File: config.mk
export PLATFORM = sky130hd
export DESIGN_NAME = cmd_output_arbiter
export DESIGN_NICKNAME = d
export VERILOG_FILES = /design/src/rtl/cmd_output_arbiter.sv
export SDC_FILE = /design/constraint.sdc
export NUM_CORES = 1
export LEC_CHECK = 0
export CAP_MARGIN = 10
export CORE_ASPECT_RATIO = 1.25
export CORE_MARGIN = 2
export CORE_UTILIZATION = 55
export CTS_CLUSTER_SIZE = 12
export DETAILED_ROUTE_END_ITERATION = 10
export PLACE_DENSITY = 0.91
export RECOVER_POWER = 50
export REMOVE_ABC_BUFFERS = 1
export SYNTH_ARGS = -nofsm -noshare
export SYNTH_HDL_FRONTEND = slang
export SYNTH_SLANG_ARGS = --single-unit
File: constraint.sdc
create_clock -name clk -period 3.52 [get_ports clk]
set_input_delay 0.528 -clock clk [delete_from_list [all_inputs] [get_ports clk]]
set_output_delay 0.528 -clock clk [all_outputs]
set_load 0.05 [all_outputs]
File: src/rtl/cmd_output_arbiter.sv
// Round-robin arbiter merging STP/EVP/EVB {result, status} tokens through a
// small circular queue into the shared result/status output FIFO write ports.
module cmd_output_arbiter #(
  parameter int word_size = 16,
  parameter int fifo_size = 1024,
  parameter int q_depth   = 4
) (
  input  logic                     clk,
  input  logic                     rst,
  input  logic                     rst_instr,
  input  logic [2:0]               req,
  input  logic [word_size-1:0]     result_stp,
  input  logic [word_size-1:0]     result_evp,
  input  logic [word_size-1:0]     result_evb,
  input  logic [word_size-1:0]     status_stp,
  input  logic [word_size-1:0]     status_evp,
  input  logic [word_size-1:0]     status_evb,
  input  logic [word_size-1:0]     pop_out_fifo_result,
  input  logic [word_size-1:0]     pop_out_fifo_status,
  output logic [2:0]               ack,
  output logic                     en_wr_fifo_result,
  output logic                     en_wr_fifo_status,
  output logic [word_size-1:0]     data_out_result,
  output logic [word_size-1:0]     data_out_status,
  output logic [$clog2(q_depth):0] q_count,
  output logic                     busy
);

  localparam int PW  = $clog2(q_depth);
  localparam int QCW = PW + 1;
  localparam logic [word_size-1:0] FIFO_FULL = word_size'(fifo_size);
  localparam logic [QCW-1:0]       Q_FULL    = QCW'(q_depth);

  typedef enum logic {D_IDLE, D_WRITE} drainState_e;

  drainState_e          r_state, w_nextState;
  logic [2:0]           r_ack;
  logic [1:0]           r_lastGnt;
  logic [PW-1:0]        r_wrPtr, r_rdPtr;
  logic [QCW-1:0]       r_qCount;
  logic [word_size-1:0] r_qResult [q_depth];
  logic [word_size-1:0] r_qStatus [q_depth];
  logic [word_size-1:0] r_dataResult, r_dataStatus;

  logic [2:0]           w_reqMasked;
  logic [1:0]           w_scan0, w_scan1, w_scan2;
  logic [1:0]           w_gntIdx;
  logic                 w_gntValid;
  logic                 w_push, w_pop, w_space;
  logic [word_size-1:0] w_tokResult, w_tokStatus;

  function automatic logic [1:0] nextReq(input logic [1:0] idx);
    return (idx == 2'd2) ? 2'd0 : idx + 2'd1;
  endfunction

  // A requester whose ack is currently high is already served; ignore its req.
  assign w_reqMasked = req & ~r_ack;
  assign w_scan0     = nextReq(r_lastGnt);
  assign w_scan1     = nextReq(w_scan0);
  assign w_scan2     = nextReq(w_scan1);

  always_comb begin
    w_gntValid = 1'b0;
    w_gntIdx   = w_scan0;
    if (w_reqMasked[w_scan0]) begin
      w_gntValid = 1'b1;
      w_gntIdx   = w_scan0;
    end else if (w_reqMasked[w_scan1]) begin
      w_gntValid = 1'b1;
      w_gntIdx   = w_scan1;
    end else if (w_reqMasked[w_scan2]) begin
      w_gntValid = 1'b1;
      w_gntIdx   = w_scan2;
    end
  end

  always_comb begin
    w_tokResult = result_evb;
    w_tokStatus = status_evb;
    case (w_gntIdx)
      2'd0: begin
        w_tokResult = result_stp;
        w_tokStatus = status_stp;
      end
      2'd1: begin
        w_tokResult = result_evp;
        w_tokStatus = status_evp;
      end
      default: ;
    endcase
  end

  assign w_space = (pop_out_fifo_result < FIFO_FULL) && (pop_out_fifo_status < FIFO_FULL);
  assign w_push  = w_gntValid && (r_qCount < Q_FULL) && rst_instr;
  assign w_pop   = (r_state == D_IDLE) && (r_qCount != '0) && w_space && rst_instr;

  always_comb begin
    w_nextState       = r_state;
    en_wr_fifo_result = 1'b0;
    en_wr_fifo_status = 1'b0;
    case (r_state)
      D_IDLE:  if (w_pop) w_nextState = D_WRITE;
      D_WRITE: begin
        en_wr_fifo_result = 1'b1;
        en_wr_fifo_status = 1'b1;
        w_nextState       = D_IDLE;
      end
      default: w_nextState = D_IDLE;
    endcase
    if (!rst_instr) w_nextState = D_IDLE;
  end

  always_ff @(posedge clk) begin
    if (w_push) begin
      r_qResult[r_wrPtr] <= w_tokResult;
      r_qStatus[r_wrPtr] <= w_tokStatus;
    end
  end

  always_ff @(posedge clk or negedge rst) begin
    if (!rst) begin
      r_state      <= D_IDLE;
      r_ack        <= 3'b000;
      r_lastGnt    <= 2'd2;
      r_wrPtr      <= '0;
      r_rdPtr      <= '0;
      r_qCount     <= '0;
      r_dataResult <= '0;
      r_dataStatus <= '0;
    end else if (!rst_instr) begin
      r_state      <= D_IDLE;
      r_ack        <= 3'b000;
      r_lastGnt    <= 2'd2;
      r_wrPtr      <= '0;
      r_rdPtr      <= '0;
      r_qCount     <= '0;
      r_dataResult <= '0;
      r_dataStatus <= '0;
    end else begin
      r_state  <= w_nextState;
      r_ack    <= w_push ? (3'b001 << w_gntIdx) : 3'b000;
      r_qCount <= r_qCount + QCW'(w_push) - QCW'(w_pop);
      if (w_push) begin
        r_lastGnt <= w_gntIdx;
        r_wrPtr   <= r_wrPtr + 1'b1;
      end
      if (w_pop) begin
        r_dataResult <= r_qResult[r_rdPtr];
        r_dataStatus <= r_qStatus[r_rdPtr];
        r_rdPtr      <= r_rdPtr + 1'b1;
      end
    end
  end

  assign ack             = r_ack;
  assign q_count         = r_qCount;
  assign data_out_result = r_dataResult;
  assign data_out_status = r_dataStatus;
  assign busy            = (r_qCount != '0) || (r_state != D_IDLE);

endmodule

==> results.py <==
metrics = {
    "timing": {
        "fin_setup_tns_ns": 0,
        "setup_ws_ns": 0.493,
        "post-route-min-period_ns": 3.03,
        "slew_viol_final": 103,
        "fmaxAchievable_ghz": 0.330,
        "hold_violations": 0,
        "rsz0062_at_grt": "no",
        "fin_crit_sh": 0.860,
        "slew_headroom": -0.337,
        "worstMarginPinSlew_ns": 2.01,
        "fin_worst_skew_ns": 0.0113,
        "setup_viol": 0,
    },
    "clock_network": {
        "clock-sinks": 173,
        "htreeDepth": 4,
        "clk_latency_ns": 0.43,
        "path_clk_slew_ns": 0.07,
        "numCtsBuffers": 17,
        "clock_path_buffers": 2,
        "cts_root_buf": "clkbuf_16",
        "ctsResizeCount": 0,
        "post-cts-setup-buffers": 0,
        "cts_hold_buf": 0,
        "cts_tree": "built",
    },
    "global_route": {
        "overflow": 0,
        "met1_usage": 0.319,
        "grt_use_met3": 0.0539,
        "antenna_found_initial": 0,
        "grt.busiest_layer": "met2",
        "grt_pass1_wl_um": 33700,
        "grt_start_max_net_pins": 41,
        "grtUsageMet2": 0.539,
        "grt_pass1_vias": 6105,
        "grt_use_total": 0.289,
    },
    "die": {
        "die_h_um": 138,
        "dieArea_um2": 15400,
        "row_count": 49,
        "ioPinCount": 175,
        "start_util": 0.558,
        "core-area_um2": 14200,
        "die_w_um": 111,
    },
    "setup_path": {
        "cp.required_ns": 3.75,
        "end_kind": "register",
        "crit_fanout": 33,
        "cp_data_arrival_time_ns": 3.25,
        "cp-start-kind": "input port",
        "crit_type": "input port to register",
    },
    "power": {
        "intPower_mw": 4.48,
        "irDropWorstVdd_mv": 0.337,
        "power.switching_mw": 1.76,
        "p_leak_nw": 3.84,
        "power_frac_comb": 0.227,
        "p_clk_frac": 0.321,
        "p_sw_frac": 0.282,
        "seqPwrFrac": 0.452,
        "p_per_area_nw_per_um2": 610,
    },
    "run_status": {
        "violations": "max-capacitance violations, max-slew violations",
        "status": "finished, violations left",
    },
    "yosys": {
        "syn_area_um2": 7930,
        "async_reset_ff_frac": 0.260,
        "syn_area_per_cell_um2": 14.4,
        "ys_warn_count": 0,
        "synth_area_leaders": "edfxtp_1 (48%), dfrtp_1 (14%), mux4_2 (9.1%), o22ai_2 (4.6%), a221o_1 (4.0%)",
        "synth_cell_types": 47,
        "synthMostInstantiatedCell": "edfxtp_1",
        "netlist_instances": 549,
        "synth_ff_type": "edfxtp_1",
        "synthTopCellsByCount": "edfxtp_1 (128), dfrtp_1 (44), inv_1 (38)",
        "synth-seq-cells": 173,
        "yosys.area.top_type": "edfxtp_1",
        "ys_seq_area_frac": 0.627,
        "synth_edf_count": 128,
        "netlist.area_leader.share": 0.485,
    },
    "place": {
        "place_hpwl_um": 13500,
        "place_congestion": 0.844,
        "port_buffers": 154,
        "pre_cts_ws_ns": 0.448,
    },
    "finish": {
        "multi_input_area_um2": 2540,
        "regArea_um2": 4970,
        "fillerInstances": 885,
        "area_growth_pct": 29.0,
        "drive_above_1_share": 0.164,
        "antenna_cells": 0,
        "final_util": 0.719,
        "fin_nets": 835,
    },
    "drt": {
        "dr.first_iter.drc_count": 480,
        "first_pass_iters": 5,
        "wl_um": 22000,
        "postRouteAntennaNets": 0,
        "vias": 5777,
        "vias_per_cell": 6.53,
        "wl_per_cell_um": 24.8,
        "remaining_drc_errors": 0,
    },
    "hold_path": {
        "min-delay-path-class": "input port to async pin",
    },
    "run": {
        "drv_cap": 3,
    },
}
sequential cells by signal, summed over array words and instances, names as in the netlist:
signal and count:
data_out_status 16, r_qStatus 64, data_out_result 16, ack 3
r_lastGnt 2, q_count 3, r_state 1, r_qResult 64
r_rdPtr 2, r_wrPtr 2
metal layers:
layer,vias to the layer above,part of all wire
met5,-,0
met4,0,0.038
met3,80,0.068
met2,389,0.56
met1,2888,0.34
li1,2420,-
layout make-up:
cell class,instances,share of cell area
clock buffers,19,0.0433
clock inverters,13,0.0182
inverters,38,0.0139
multi-input cells,294,0.248
flip-flops and latches,173,0.486
well taps,178,0.0218
repair buffers,170,0.169
power groups by stage:
| stage | registers (mW) | clock network [mW] | logic (mW) |
|---|---|---|---|
| 2_1_floorplan | 2.85 | 0 | 0.764 |
| 3_3_place_gp | 2.80 | 0 | 1.27 |
| 3_5_place_dp | 2.84 | 0 | 1.37 |
| 4_1_cts | 2.81 | 2.00 | 1.40 |
| 5_1_grt | 2.83 | 2.10 | 1.51 |
| 6_report | 2.82 | 2.00 | 1.42 |
cells by family (layout without fill, tap and decap cells):
logic type	Yosys count	count (layout)	synth area share
DFF	173	173	0.627
xor gates and xnor gates	3	3	0.00331
AOI/OAI and AO/OA	145	145	0.144
and+or+nand+nor	107	107	0.0699
adders and majority gates	7	7	0.0120
buffers and inverters	82	240	0.0532
muxes	32	32	0.0909
per-stage QoR:
step	area (um2)	hold WS, ns	power [mW]	std cells
CTS	10200	0.149	6.21	883
finish	10200	0.534	6.24	885
detailed placement	9590	0.532	4.21	851
floorplan	7650	0.232	3.62	505
global placement	9590	0.525	4.07	851
global route	10200	0.570	6.44	885
placed cells by master, fill, tap and decap left out, drive strengths merged, types with 4 or more instances in the layout:
| cell | count |
|---|---|
| bufinv | 4 |
| dlygate4sd3 | 41 |
| clkdlybuf4s50 | 112 |
| ha | 6 |
| a21oi | 38 |
| buf | 13 |
| clkbuf | 23 |
| edfxtp | 128 |
| mux4 | 32 |
| nor2 | 12 |
| nand2 | 33 |
| a221o | 32 |
| clkinv | 5 |
| and3 | 6 |
| o22ai | 32 |
| dfrtp | 44 |
| inv | 42 |
| nand3 | 37 |
| o21ai | 36 |
| nand2b | 5 |
worst max-delay path, stage by stage:
cell	delay, ns
dlygate4sd3_1	0.59
nand2b_1	0.21
a21oi_1	0.13
o21ai_2	1.29
a221o_1	0.49
path summary, 6_finish.rpt:
kind                                                start                        endpoint  slack, ns  depth (start not counted)
min in group clk           data_out_status[2]$_DFFE_PN0P_  data_out_status[2]$_DFFE_PN0P_       0.54                          2
hold / removal                                        rst  data_out_result[2]$_DFFE_PN0P_       0.53                          1
setup reg to reg                 r_lastGnt[1]$_DFFE_PN1P_      r_qResult[3][12]$_DFFE_PP_       0.58                          4
setup / recovery                                   req[1]      r_qResult[3][12]$_DFFE_PP_       0.49                          5
hold reg to reg            data_out_status[2]$_DFFE_PN0P_  data_out_status[2]$_DFFE_PN0P_       0.54                          2
max in group asynchronous                             rst                ack[2]$_DFF_PN0_       1.20                          2
Power figures use the tool's default switching activity.
